`src/rtl/idc_pkg.sv`:
```
// Shared opcode values, instruction field positions and FSM encoding for the
// instruction decode / fetch-control block.
package idc_pkg;

   localparam logic [5:0] OP_NOP  = 6'h00;
   localparam logic [5:0] OP_LOAD = 6'h10;
   localparam logic [5:0] OP_MUL  = 6'h08;
   localparam logic [5:0] OP_JMP  = 6'h20;
   localparam logic [5:0] OP_JZ   = 6'h21;
   localparam logic [5:0] OP_HALT = 6'h3F;

   localparam int OP_MSB  = 31;
   localparam int OP_LSB  = 26;
   localparam int RD_MSB  = 25;
   localparam int RD_LSB  = 21;
   localparam int RS1_MSB = 20;
   localparam int RS1_LSB = 16;
   localparam int IMM_MSB = 15;
   localparam int IMM_LSB = 0;

   typedef enum logic [1:0] {
      ST_START  = 2'b00,
      ST_RUN    = 2'b01,
      ST_MSTALL = 2'b10,
      ST_HALT   = 2'b11
   } state_t;

endpackage

```
`src/rtl/idc_opdecode.sv`:
```
// Pure combinational field split and opcode classification of one instruction word.
module idc_opdecode
   import idc_pkg::*;
(
   input  logic [31:0] i_ins,
   output logic [5:0]  o_op,
   output logic [4:0]  o_rd,
   output logic [4:0]  o_rs1,
   output logic [15:0] o_imm,
   output logic        o_is_load,
   output logic        o_is_mul,
   output logic        o_is_jmp,
   output logic        o_is_jz,
   output logic        o_is_halt
);

   assign o_op  = i_ins[OP_MSB:OP_LSB];
   assign o_rd  = i_ins[RD_MSB:RD_LSB];
   assign o_rs1 = i_ins[RS1_MSB:RS1_LSB];
   assign o_imm = i_ins[IMM_MSB:IMM_LSB];

   assign o_is_load = (o_op == OP_LOAD);
   assign o_is_mul  = (o_op == OP_MUL);
   assign o_is_jmp  = (o_op == OP_JMP);
   assign o_is_jz   = (o_op == OP_JZ);
   assign o_is_halt = (o_op == OP_HALT);

endmodule

```
`src/rtl/instr_decode_ctrl.sv`:
```
// Decode stage at the consumer end of program-memory fetch: issues registered bundles
// to execute and steers fetch with jump redirects and stall holds.
module instr_decode_ctrl
   import idc_pkg::*;
#(
   parameter int         MUL_CYCLES = 4,
   parameter logic [5:0] NOP_OP     = 6'd0
)(
   input  logic        clk,
   input  logic        reset,
   input  logic [31:0] ins,
   input  logic [15:0] current_address,
   input  logic        zero_flag,
   output logic [15:0] jmp_loc,
   output logic        pc_mux_sel,
   output logic        stall,
   output logic        stall_pm,
   output logic        dec_valid,
   output logic [5:0]  dec_op,
   output logic [4:0]  dec_rd,
   output logic [4:0]  dec_rs1,
   output logic [15:0] dec_imm,
   output logic [15:0] dec_pc,
   output logic        halted
);

   localparam int CW = $clog2(MUL_CYCLES) + 1;

   state_t          r_state, w_state_next;
   logic [CW-1:0]   r_mul_cnt, w_mul_cnt_next;
   logic [15:0]     r_pc_q;
   logic            r_load_rd_v;
   logic [4:0]      r_load_rd;

   logic [5:0]  w_op;
   logic [4:0]  w_rd, w_rs1;
   logic [15:0] w_imm;
   logic        w_is_load, w_is_mul, w_is_jmp, w_is_jz, w_is_halt;
   logic        w_hazard, w_accept, w_bubble, w_stall, w_redirect;

   idc_opdecode u_opdecode (
      .i_ins     (ins),
      .o_op      (w_op),
      .o_rd      (w_rd),
      .o_rs1     (w_rs1),
      .o_imm     (w_imm),
      .o_is_load (w_is_load),
      .o_is_mul  (w_is_mul),
      .o_is_jmp  (w_is_jmp),
      .o_is_jz   (w_is_jz),
      .o_is_halt (w_is_halt)
   );

   assign w_hazard = r_load_rd_v && (w_rs1 == r_load_rd);

   always_comb begin
      w_state_next   = r_state;
      w_mul_cnt_next = r_mul_cnt;
      w_accept       = 1'b0;
      w_bubble       = 1'b0;
      w_stall        = 1'b0;
      w_redirect     = 1'b0;
      case (r_state)
         // First cycle after reset repeats the addr-0 word; drop it.
         ST_START: w_state_next = ST_RUN;
         ST_RUN: begin
            if (w_hazard) begin
               w_stall  = 1'b1;
               w_bubble = 1'b1;
            end else begin
               w_accept   = 1'b1;
               w_redirect = w_is_jmp || (w_is_jz && zero_flag);
               if (w_is_halt) begin
                  w_state_next = ST_HALT;
               end else if (w_is_mul && (MUL_CYCLES > 1)) begin
                  w_state_next   = ST_MSTALL;
                  w_mul_cnt_next = CW'(MUL_CYCLES - 1);
               end
            end
         end
         ST_MSTALL: begin
            w_stall        = 1'b1;
            w_mul_cnt_next = r_mul_cnt - CW'(1);
            if (r_mul_cnt <= CW'(1)) begin
               w_state_next = ST_RUN;
            end
         end
         ST_HALT: w_stall = 1'b1;
         default: w_state_next = ST_START;
      endcase
   end

   // Gate with reset so a reset pulse releases fetch in the same cycle.
   assign stall      = reset & w_stall;
   assign stall_pm   = stall;
   assign pc_mux_sel = reset & w_redirect;
   assign jmp_loc    = pc_mux_sel ? w_imm : 16'd0;
   assign halted     = reset & (r_state == ST_HALT);

   always_ff @(posedge clk) begin
      if (!reset) begin
         r_state     <= ST_START;
         r_mul_cnt   <= '0;
         r_pc_q      <= '0;
         r_load_rd_v <= 1'b0;
         r_load_rd   <= '0;
         dec_valid   <= 1'b0;
         dec_op      <= '0;
         dec_rd      <= '0;
         dec_rs1     <= '0;
         dec_imm     <= '0;
         dec_pc      <= '0;
      end else begin
         r_state   <= w_state_next;
         r_mul_cnt <= w_mul_cnt_next;
         r_pc_q    <= current_address;
         dec_valid <= w_accept | w_bubble;
         if (w_accept) begin
            dec_op      <= w_op;
            dec_rd      <= w_rd;
            dec_rs1     <= w_rs1;
            dec_imm     <= w_imm;
            dec_pc      <= r_pc_q;
            r_load_rd_v <= w_is_load;
            r_load_rd   <= w_rd;
         end else if (w_bubble) begin
            dec_op      <= NOP_OP;
            dec_rd      <= '0;
            dec_rs1     <= '0;
            dec_imm     <= '0;
            dec_pc      <= r_pc_q;
            r_load_rd_v <= 1'b0;
         end
      end
   end

endmodule

```
`config.mk`:
```
export PLATFORM = sky130hd
export DESIGN_NAME = instr_decode_ctrl
export DESIGN_NICKNAME = d
export VERILOG_FILES = /design/src/rtl/idc_pkg.sv /design/src/rtl/idc_opdecode.sv /design/src/rtl/instr_decode_ctrl.sv
export SDC_FILE = /design/constraint.sdc
export NUM_CORES = 1
export LEC_CHECK = 0
export CAP_MARGIN = 10
export CORE_MARGIN = 1.5
export CORE_UTILIZATION = 43
export DETAILED_ROUTE_END_ITERATION = 16
export HOLD_SLACK_MARGIN = 0.02
export MAX_ROUTING_LAYER = met4
export PLACE_DENSITY = 0.81
export SETUP_SLACK_MARGIN = 0.15
export SYNTH_ARGS = -nofsm -noshare
export SYNTH_HDL_FRONTEND = slang
export SYNTH_SLANG_ARGS = --single-unit
```
`constraint.sdc`:
```
create_clock -name clk -period 2.8 [get_ports clk]
set_input_delay 0.28 -clock clk [delete_from_list [all_inputs] [get_ports clk]]
set_output_delay 0.28 -clock clk [all_outputs]
set_load 0.005 [all_outputs]
```
* Word level (Yosys, flattened, before mapping)
Index checks and enable logic that the tools add are counted.
Widths: inputs -> output; s select.
** Word-level totals
- Register bits :: 76
- Output and inout bits :: 69
- Word-level logic and storage cells :: 69
- Bits of input ports :: 51
** Cells by class
- Reductions and logical operators :: 10
- $lt $le $gt $ge :: 1
- Bitwise operators :: 4
- Mux-type cells :: 28
- Equality and inequality tests :: 14
- $add $sub $neg :: 1
** Operator list (count)
- $mux 16 :: 5
- $eq 6x6->1 const B :: 3
- $mux 5 :: 3
- $mux 6 :: 2
- $mux 3 :: 3
- $mux 1 :: 8
- $mux 2 :: 4
- $reduce_and 4->1 :: 2
- $eq 6x4->1 const B :: 1
- $eq 6x5->1 const B :: 1
- $ne 2x2->1 const B :: 3
- $pmux 2 s3 :: 1
- $pmux 3 s2 :: 1
- $eq 5x5->1 :: 1
- $eq 2x2->1 const B :: 2
- $reduce_bool 2->1 :: 2
- $and 1x1->1 :: 3
- $le 3x1->1 const B :: 1
- $ne 3x1->1 const B :: 1
- $reduce_bool 3->1 :: 1
- $sub 3x1->3 const B :: 1
- $eq 2x1->1 const B :: 1
- $logic_and 1x1->1 :: 2
- $logic_not 2->1 :: 1
- other kinds (5) :: 5

* Logic depth before layout (Yosys ltp)
- Depth after elaboration :: 7
- Gate-level depth with buffers :: 7
- Gate-level depth less buffers :: 5

* Hierarchy
From an unflattened synthesis, not the netlist that was laid out.
** Second synthesis, totals
- Cell total of the unflattened synthesis :: 321
- Area, all modules :: 3070.4 µm²
** By module, submodules not included
- instr_decode_ctrl :: area each 2752.6 µm², times used 1, cells an instance 280, seq. area each 1521.5 µm²
- idc_opdecode :: area each 317.8 µm², times used 1, cells an instance 41, seq. area each 0.0 µm²

* Worst setup path before layout
Ideal clock, no wire load.
- Path kind :: reg2out
- Start point :: register r_load_rd[3]
- End point :: output port stall_pm
- Stages on the path, launching flop included :: 7
- Setup slack :: 1009 ps
- Data required time :: 2520 ps
- Data arrival time :: 1511 ps
- Buffers on the path :: 2
- Cells stage by stage :: dfxtp_1 -> xor2_1 -> nor4_4 -> buf_2 -> a31oi_1 -> nor2_1 -> buf_4
** Between the ends
- Longest elaborated chain between the ends :: 5
** Ends and longest elaborated chain
- from (decl) :: RTL line instr_decode_ctrl.sv:33 : logic [4:0] r_load_rd;
- from (signal assigned) :: RTL line instr_decode_ctrl.sv:125 : r_load_rd <= w_rd;
- $eq 5x5->1 :: RTL line instr_decode_ctrl.sv:54 : assign w_hazard = r_load_rd_v && (w_rs1 == r_load_rd);
- $logic_and 1x1->1 :: RTL line instr_decode_ctrl.sv:54
- $mux 1 :: RTL line instr_decode_ctrl.sv:67 : if (w_hazard) begin
- $pmux 1 s2 :: RTL line instr_decode_ctrl.sv:63 : case (r_state)
- $and 1x1->1 :: RTL line instr_decode_ctrl.sv:94 : assign stall = reset & w_stall;
- to (decl) :: RTL line instr_decode_ctrl.sv:17 : output logic stall_pm,
Every way passes these cells.

* Worst setup path in the final report
- Start point :: input port ins[17]
- End point :: output port jmp_loc[10]
** Between the ends
- Longest elaborated chain between the ends :: 6
** Ends and longest elaborated chain
- from (decl) :: RTL line instr_decode_ctrl.sv:11 : input logic [31:0] ins,
- $eq 5x5->1 :: RTL line instr_decode_ctrl.sv:54
- $logic_and 1x1->1 :: RTL line instr_decode_ctrl.sv:54
- $mux 1 :: RTL line instr_decode_ctrl.sv:67
- $mux 1 :: RTL line instr_decode_ctrl.sv:63
- $and 1x1->1 :: RTL line instr_decode_ctrl.sv:96 : assign pc_mux_sel = reset & w_redirect;
- $mux 16 :: RTL line instr_decode_ctrl.sv:97 : assign jmp_loc = pc_mux_sel ? w_imm : 16'd0;
- to (decl) :: RTL line instr_decode_ctrl.sv:14 : output logic [15:0] jmp_loc,
Every way passes these cells.

==> impl_metrics.prom <==
# TYPE chip_impl_metric gauge
chip_impl_info{name="run_status",value="finished clean"} 1
chip_impl_metric{name="syn-instance-count",unit=""} 293
chip_impl_metric{name="syn_nets",unit=""} 346
chip_impl_metric{name="worst-endpoint-arrival",unit="ns"} 2.22
chip_impl_info{name="cts.root.buffer_cell",value="clkbuf_8"} 1
chip_impl_metric{name="area_of_the_mapped_netlist",unit="um2"} 2820
chip_impl_metric{name="grt_pass1_wl",unit="um"} 11600
chip_impl_metric{name="drv_slew",unit=""} 0
chip_impl_metric{name="synth-seq-cells",unit=""} 76
chip_impl_metric{name="critPathMaxFanout",unit=""} 17
chip_impl_metric{name="final_hold_viol_count",unit=""} 0
chip_impl_metric{name="start_util",unit="%"} 44.4
chip_impl_metric{name="nNetsFinal",unit=""} 466
chip_impl_metric{name="reg2reg_depth",unit=""} 6
chip_impl_metric{name="via_count_of_the_first_global_routing_pass",unit=""} 2509
chip_impl_metric{name="yosysWarnings",unit=""} 0
chip_impl_info{name="timing_worst_setup_path_type",value="input pin to primary output"} 1
chip_impl_metric{name="instances_no_fill",unit=""} 495
chip_impl_metric{name="worstMarginPinSlew",unit="ns"} 0.634
chip_impl_metric{name="post_synthesis_async_set_or_reset_flop_share",unit="%"} 0
chip_impl_metric{name="port_buffers",unit=""} 119
chip_impl_metric{name="post-route-min-period",unit="ns"} 2.50
chip_impl_metric{name="die-area",unit="um2"} 7040
chip_impl_info{name="cts_tree",value="done"} 1
chip_impl_metric{name="fmax",unit="MHz"} 400
chip_impl_metric{name="syn_area_per_cell",unit="um2"} 9.61
chip_impl_info{name="critical_path.slowest_cell",value="clkdlybuf4s50_1"} 1
chip_impl_info{name="synth_top_flop_cell",value="dfxtp_1"} 1
chip_impl_metric{name="fraction_of_final_layout_cells_with_drive_strength_greater_than_1",unit="%"} 7.42
chip_impl_info{name="critPathLaunch",value="ins[17]"} 1
chip_impl_metric{name="maximum_number_of_pins_on_one_net_before_global_route_repair",unit=""} 37
chip_impl_metric{name="floorplan.core_area",unit="um2"} 6350
chip_impl_metric{name="ys_seq_area_share",unit="%"} 54.0
chip_impl_metric{name="cts_max_level",unit=""} 3
chip_impl_metric{name="antenna-diode-count",unit=""} 0
chip_impl_metric{name="pre_antenna_drt_iters",unit=""} 4
chip_impl_info{name="post_synth_most_frequent_cells",value="76 x dfxtp_1, 41 x nand2_1, 39 x and2_1"} 1
chip_impl_metric{name="wl_per_cell",unit="um"} 14.3
chip_impl_metric{name="cts_buffer_depth",unit=""} 2
chip_impl_metric{name="setup_viol_count_final",unit=""} 0
chip_impl_metric{name="critPathBufInv",unit=""} 3
chip_impl_metric{name="die_width",unit="um"} 83.9
chip_impl_info{name="synth_area_leader_cell",value="dfxtp_1"} 1
chip_impl_metric{name="post-synth-top-area-fraction",unit="%"} 54.0
chip_impl_metric{name="cts_inserted_buffers",unit=""} 9
chip_impl_info{name="reg2reg_from",value="r_load_rd[3]"} 1
chip_impl_metric{name="postRouteWirelength",unit="um"} 7060
chip_impl_metric{name="dr_vias",unit=""} 2521
chip_impl_metric{name="worst_skew_pair.late_latency",unit="ns"} 0.34
chip_impl_metric{name="groute.usage.overall",unit="%"} 21.1
chip_impl_info{name="crit_path_start_kind",value="input pin"} 1
chip_impl_metric{name="path_clk_slew",unit="ns"} 0.07
chip_impl_metric{name="critical_path_depth",unit=""} 7
chip_impl_metric{name="route.detailed.drc",unit=""} 0
chip_impl_info{name="min-delay-path-class",value="register to register"} 1
chip_impl_metric{name="vias_per_cell",unit=""} 5.09
chip_impl_metric{name="power.total",unit="mW"} 2.63
chip_impl_metric{name="maxCapViolCount",unit=""} 0
chip_impl_info{name="unrepaired_setup_endpoints_after_global_routing",value="false"} 1
chip_impl_info{name="hold_startpoint",value="r_pc_q[0]"} 1
chip_impl_metric{name="final.setup.tns",unit="ns"} 0
chip_impl_metric{name="ant_nets_after_route",unit=""} 0
chip_impl_metric{name="initialDrtViolationCount",unit=""} 103
chip_impl_metric{name="area_delta_synth_final",unit="%"} 55.9
chip_impl_metric{name="gr-total-overflow",unit=""} 0
chip_impl_metric{name="die-height",unit="um"} 83.9
chip_impl_metric{name="cellLeakagePower",unit="nW"} 1.74
chip_impl_metric{name="cp_data_required_time",unit="ns"} 2.52
chip_impl_metric{name="timing.critical_path.slowest_cell_delay",unit="ns"} 0.50
chip_impl_info{name="critical_path.top_delay_family",value="buffers and inverters"} 1
chip_impl_metric{name="hold_buffers",unit=""} 0
chip_impl_info{name="synthMostInstantiatedCell",value="dfxtp_1"} 1
chip_impl_info{name="end_kind",value="primary output"} 1
chip_impl_metric{name="whs_path_depth",unit=""} 2
chip_impl_metric{name="synth_edf_count",unit=""} 0
chip_impl_metric{name="ir_worst_vdd",unit="mV"} 0.360
chip_impl_metric{name="fin_worst_skew",unit="ns"} 0.00798
chip_impl_metric{name="synth.lib_cells_used.distinct",unit=""} 38
chip_impl_info{name="crit_path_frequent_cell",value="clkdlybuf4s50_1"} 1
chip_impl_info{name="timing.critical_path.cells",value="clkdlybuf4s50_1, xor2_1, nor4_4, a211oi_2, buf_4, and2_1, clkdlybuf4s50_1"} 1
chip_impl_metric{name="power-per-cell-area",unit="nW/um2"} 600
chip_impl_metric{name="ioPinCount",unit=""} 120
chip_impl_metric{name="final_min_period_over_clock_period",unit="%"} 89.2
chip_impl_metric{name="place.detailed.instances",unit=""} 479
chip_impl_metric{name="rows",unit=""} 29
chip_impl_metric{name="hpwlAfterDp",unit="um"} 5030
chip_impl_metric{name="gp_congestion",unit=""} 0.809
chip_impl_metric{name="antenna_found_initial",unit=""} 0
chip_impl_metric{name="clock-sinks",unit=""} 76
chip_impl_metric{name="maxSlewHeadroom",unit="%"} 57.8
chip_impl_info{name="yosys-top-cells-area",value="dfxtp_1 54%, and2_1 8.7%, a22o_1 8.4%, nand2_1 5.5%, a21oi_1 2.8%"} 1
==> registers in the layout, indices dropped and copies added, names as in the netlist, 3 cells and up <==
signal and flops:
dec_imm 16, dec_op 6, dec_pc 16, dec_rd 5, dec_rs1 5, r_load_rd 5, r_mul_cnt 3, r_pc_q 16
==> cell families after synthesis <==
| family | synth area share [%] |
|---|---|
| AND/OR/NAND/NOR | 20.8 |
| flip-flops | 54.0 |
| AO/OA/AOI/OAI | 18.5 |
| buffers and inverters | 3.60 |
| XOR/XNOR | 2.18 |
| adder cells (fa/ha/maj) | 0.888 |
==> power breakdown <==
part | internal [mW] | total [mW] | switching, mW | leakage (nW)
logic | 0.184 | 0.304 | 0.119 | 0.969
clock network | 0.776 | 1.16 | 0.386 | 0.141
registers | 1.14 | 1.17 | 0.0296 | 0.627
total | 2.10 | 2.63 | 0.535 | 1.74
==> timing repair <==
| action | in CTS | in global routing |
|---|---|---|
| endpoints found under the hold margin | 0 | 0 |
| gates resized for setup | 0 | 1 |
| setup buffers | 0 | 0 |
| endpoints found under the setup margin | 0 | 16 |
==> layout make-up <==
class,instances,area [um2]
multi-input combinational,192,1200
tap,77,96.3
clock inverter,6,159
inverter,5,18.8
timing repair buffer,129,1270
sequential,76,1520
fill,527,1960
clock buffer,10,128
==> metal layers <==
| layer | global-route usage [%] | up-vias | routed length [um] |
|---|---|---|---|
| li1 | - | 1257 | - |
| met1 | 27.5 | 1140 | 3390 |
| met2 | 31.4 | 117 | 3060 |
| met3 | 4.55 | 7 | 516 |
| met4 | 9.99 | 0 | 85 |
| met5 | - | - | 0 |
==> worst reg2reg max path, delay by kind of cell, from the launching register on <==
family / cells / cell delay (ns)
AO/OA/AOI/OAI: 2 / 0.33
XOR/XNOR: 1 / 0.18
buffers and inverters: 2 / 0.46
flip-flops: 1 / 0.33
AND/OR/NAND/NOR: 1 / 0.38
==> stage by stage <==
stage                     setup WS, ns  instance area [um2]  hold WS, ns  utilization (%)
after floorplan                   1.01                 2820        0.407                -
after global placement           0.314                 4100        0.419             64.6
after detailed placement         0.303                 4100        0.426             64.6
after CTS                        0.244                 4390        0.437             69.1
after global routing             0.171                 4390        0.449             69.1
final                            0.302                 4390        0.436             69.1
==> placed cells by master, fill, tap and decap left out, types with 2 or more instances in the layout <==
cell / netlist / layout
clkdlybuf4s50_1: 0 / 119
dfxtp_1: 76 / 76
nand2_1: 41 / 41
and2_1: 39 / 39
a22o_1: 27 / 27
a21oi_1: 16 / 16
nand3_1: 10 / 10
o21ai_0: 10 / 10
buf_4: 1 / 10
nor2_1: 10 / 9
clkbuf_8: 0 / 9
inv_1: 5 / 5
xor2_1: 5 / 5
a311o_1: 5 / 5
bufinv_16: 0 / 5
and3_1: 3 / 3
xnor2_1: 2 / 2
nand2b_1: 2 / 2
ha_1: 2 / 2
==> final timing paths <==
path	endpoint	slack, ns
worst max-delay path	jmp_loc[10]	0.30
worst min-delay path	dec_pc[0]	0.44
worst max register to register	dec_rs1[1]	1.02
worst min register to register	dec_pc[0]	0.44
Power figures use the tool's default switching activity.
==> variant, RTL diff (same flow settings) <==
The 4 states of `state_t` get a Gray code encoding in 2 bits.
--- a/src/rtl/idc_pkg.sv
+++ b/src/rtl/idc_pkg.sv
@@ -23,4 +23,4 @@
       ST_RUN    = 2'b01,
-      ST_MSTALL = 2'b10,
-      ST_HALT   = 2'b11
+      ST_MSTALL = 2'b11,
+      ST_HALT   = 2'b10
    } state_t;
Check against the original RTL: no difference found for any inputs over 10 cycles, from zero or initial values and one cycle with reset low; not proved beyond that.
==> variant against the unedited design <==
- design area rose by 0.80%
- power fell by 6.8%
- routed wire length rose by 7.8%
- die area rose by 1.7%
- sequential share of layout area fell by 0.25 points
- global-route usage rose by 0.66 points
- setup slack got worse by 77 ps
- non-clock buffer count rose by 4
- clock power fell by 24%
- fmax fell by 3.0%
- sequential cell count did not move
- area after synthesis rose by 1.7%
- clock skew rose by 2.7 ps
- critical path type is now reg2out
- largest power group unchanged
==> variant: results (changes against the unedited design) <==
drt:
  wl_met3_um: 223  # -57%
  vias: 2626  # +4.2%
  vias_per_cell: 5.190  # +1.9%
  wl_met2_um: 4045  # +32%
  drt-met1-wl_um: 3146  # -7.3%
  first_iter_violations: 118  # +15%
logic_synthesis:
  yosys-top-cells-count: "dfxtp_1, nand2_1, and2_1"
  synthAdderAreaFrac_pct: 0.8734  # -0.015 points
  synth_xor_area_share_pct: 1.528  # -0.65 points
  syn_nets: 357  # +3.2%
  synthTopCellsByArea: "dfxtp_1, a22o_1, and2_1, nand2_1, a21oi_1"
  synth_compound_area_share_pct: 18.34  # -0.18 points
  yosysSeqAreaShare_pct: 53.10  # -0.92 points
  synth.avg_cell_area_um2: 9.425  # -1.9%
  ys_types: 34  # -11%
sta:
  slew_headroom_pct: 54.80  # -3.0 points
  fin_worst_skew_ps: 10.64  # +2.661 ps
  timing.hold.ws_ps: 277.5  # -158.8 ps
global_route:
  gr-usage-met1_pct: 25.45  # -2.0 points
  use_met2_pct: 36.29  # +4.9 points
  grt_pass1_vias: 2473  # -1.4%
  grtUsageMet3_pct: 2.950  # -1.6 points
  grt_start_max_net_pins: 41  # +11%
  grt_usage_pct: 21.79  # +0.66 points
outcome:
  status: "completed"
placed_design:
  gp_congestion: 0.7701  # -4.8%
  pre_cts_ws_ps: 152.7  # -150.3 ps
  place_area_um2: 4131  # +0.79%
  hpwl_um: 5293  # +5.3%
  dp_cells: 488  # +1.9%
power_and_ir_drop:
  ir_drop_mv: 0.3517  # -2.3%
  power_density_nw_per_um2: 554.9  # -7.5%
  p_leak_uw: 0.001744  # +0.45%
worst_setup_path:
  rr_endpoint: "dec_op[0]$_SDFFE_PN0P_"
  worst_ep_arrival_time_ps: 2290  # +70 ps
  crit_end: "jmp_loc[8]"
  critPathMaxStageDelay_ps: 520  # +20 ps
  critical_path.max_fanout: 8  # -9
  r2r_slack_ps: 810  # -210 ps
  startpoint: "r_load_rd[1]$_SDFFE_PN0P_"
  r2r_start: "r_state[1]$_SDFFE_PN0P_"
cells_and_area:
  nets: 479  # +2.8%
min_path:
  whs_endpoint: "dec_rs1[3]$_SDFFE_PN0P_"
==> variant: cell count changes after synthesis, sizes merged, moves of 3 or more <==
cell | unedited run | this run
nand2 | 41 | 36
and3 | 3 | 0
and4 | 0 | 5
buf | 5 | 9
and2 | 39 | 34
a21oi | 17 | 20
a311o | 5 | 0
nand3 | 10 | 16
a31oi | 1 | 4
o31a | 0 | 3
o21ai | 10 | 13
or3 | 0 | 5
==> variant: timing repair <==
item	CTS	global route
pin swaps	1	4
resized for setup	4	10
cloned	0	1
setup buffers	2	1
setup endpoints to repair	18	16
==> variant: area by class of cell <==
class / instances / share of cell area, %
Clock inverter: 2 / 1.357
Tap cell: 77 / 2.177
Multi-Input combinational cell: 199 / 28.44
Clock buffer: 12 / 3.280
Inverter: 7 / 0.5937
Timing Repair Buffer: 133 / 29.74
Sequential cell: 76 / 34.41
==> variant: where the power goes <==
group          internal (uW)  switching [uW]  total, uW
Sequential              1150            44.2       1200
Clock                    517             362        879
Combinational            220             158        378
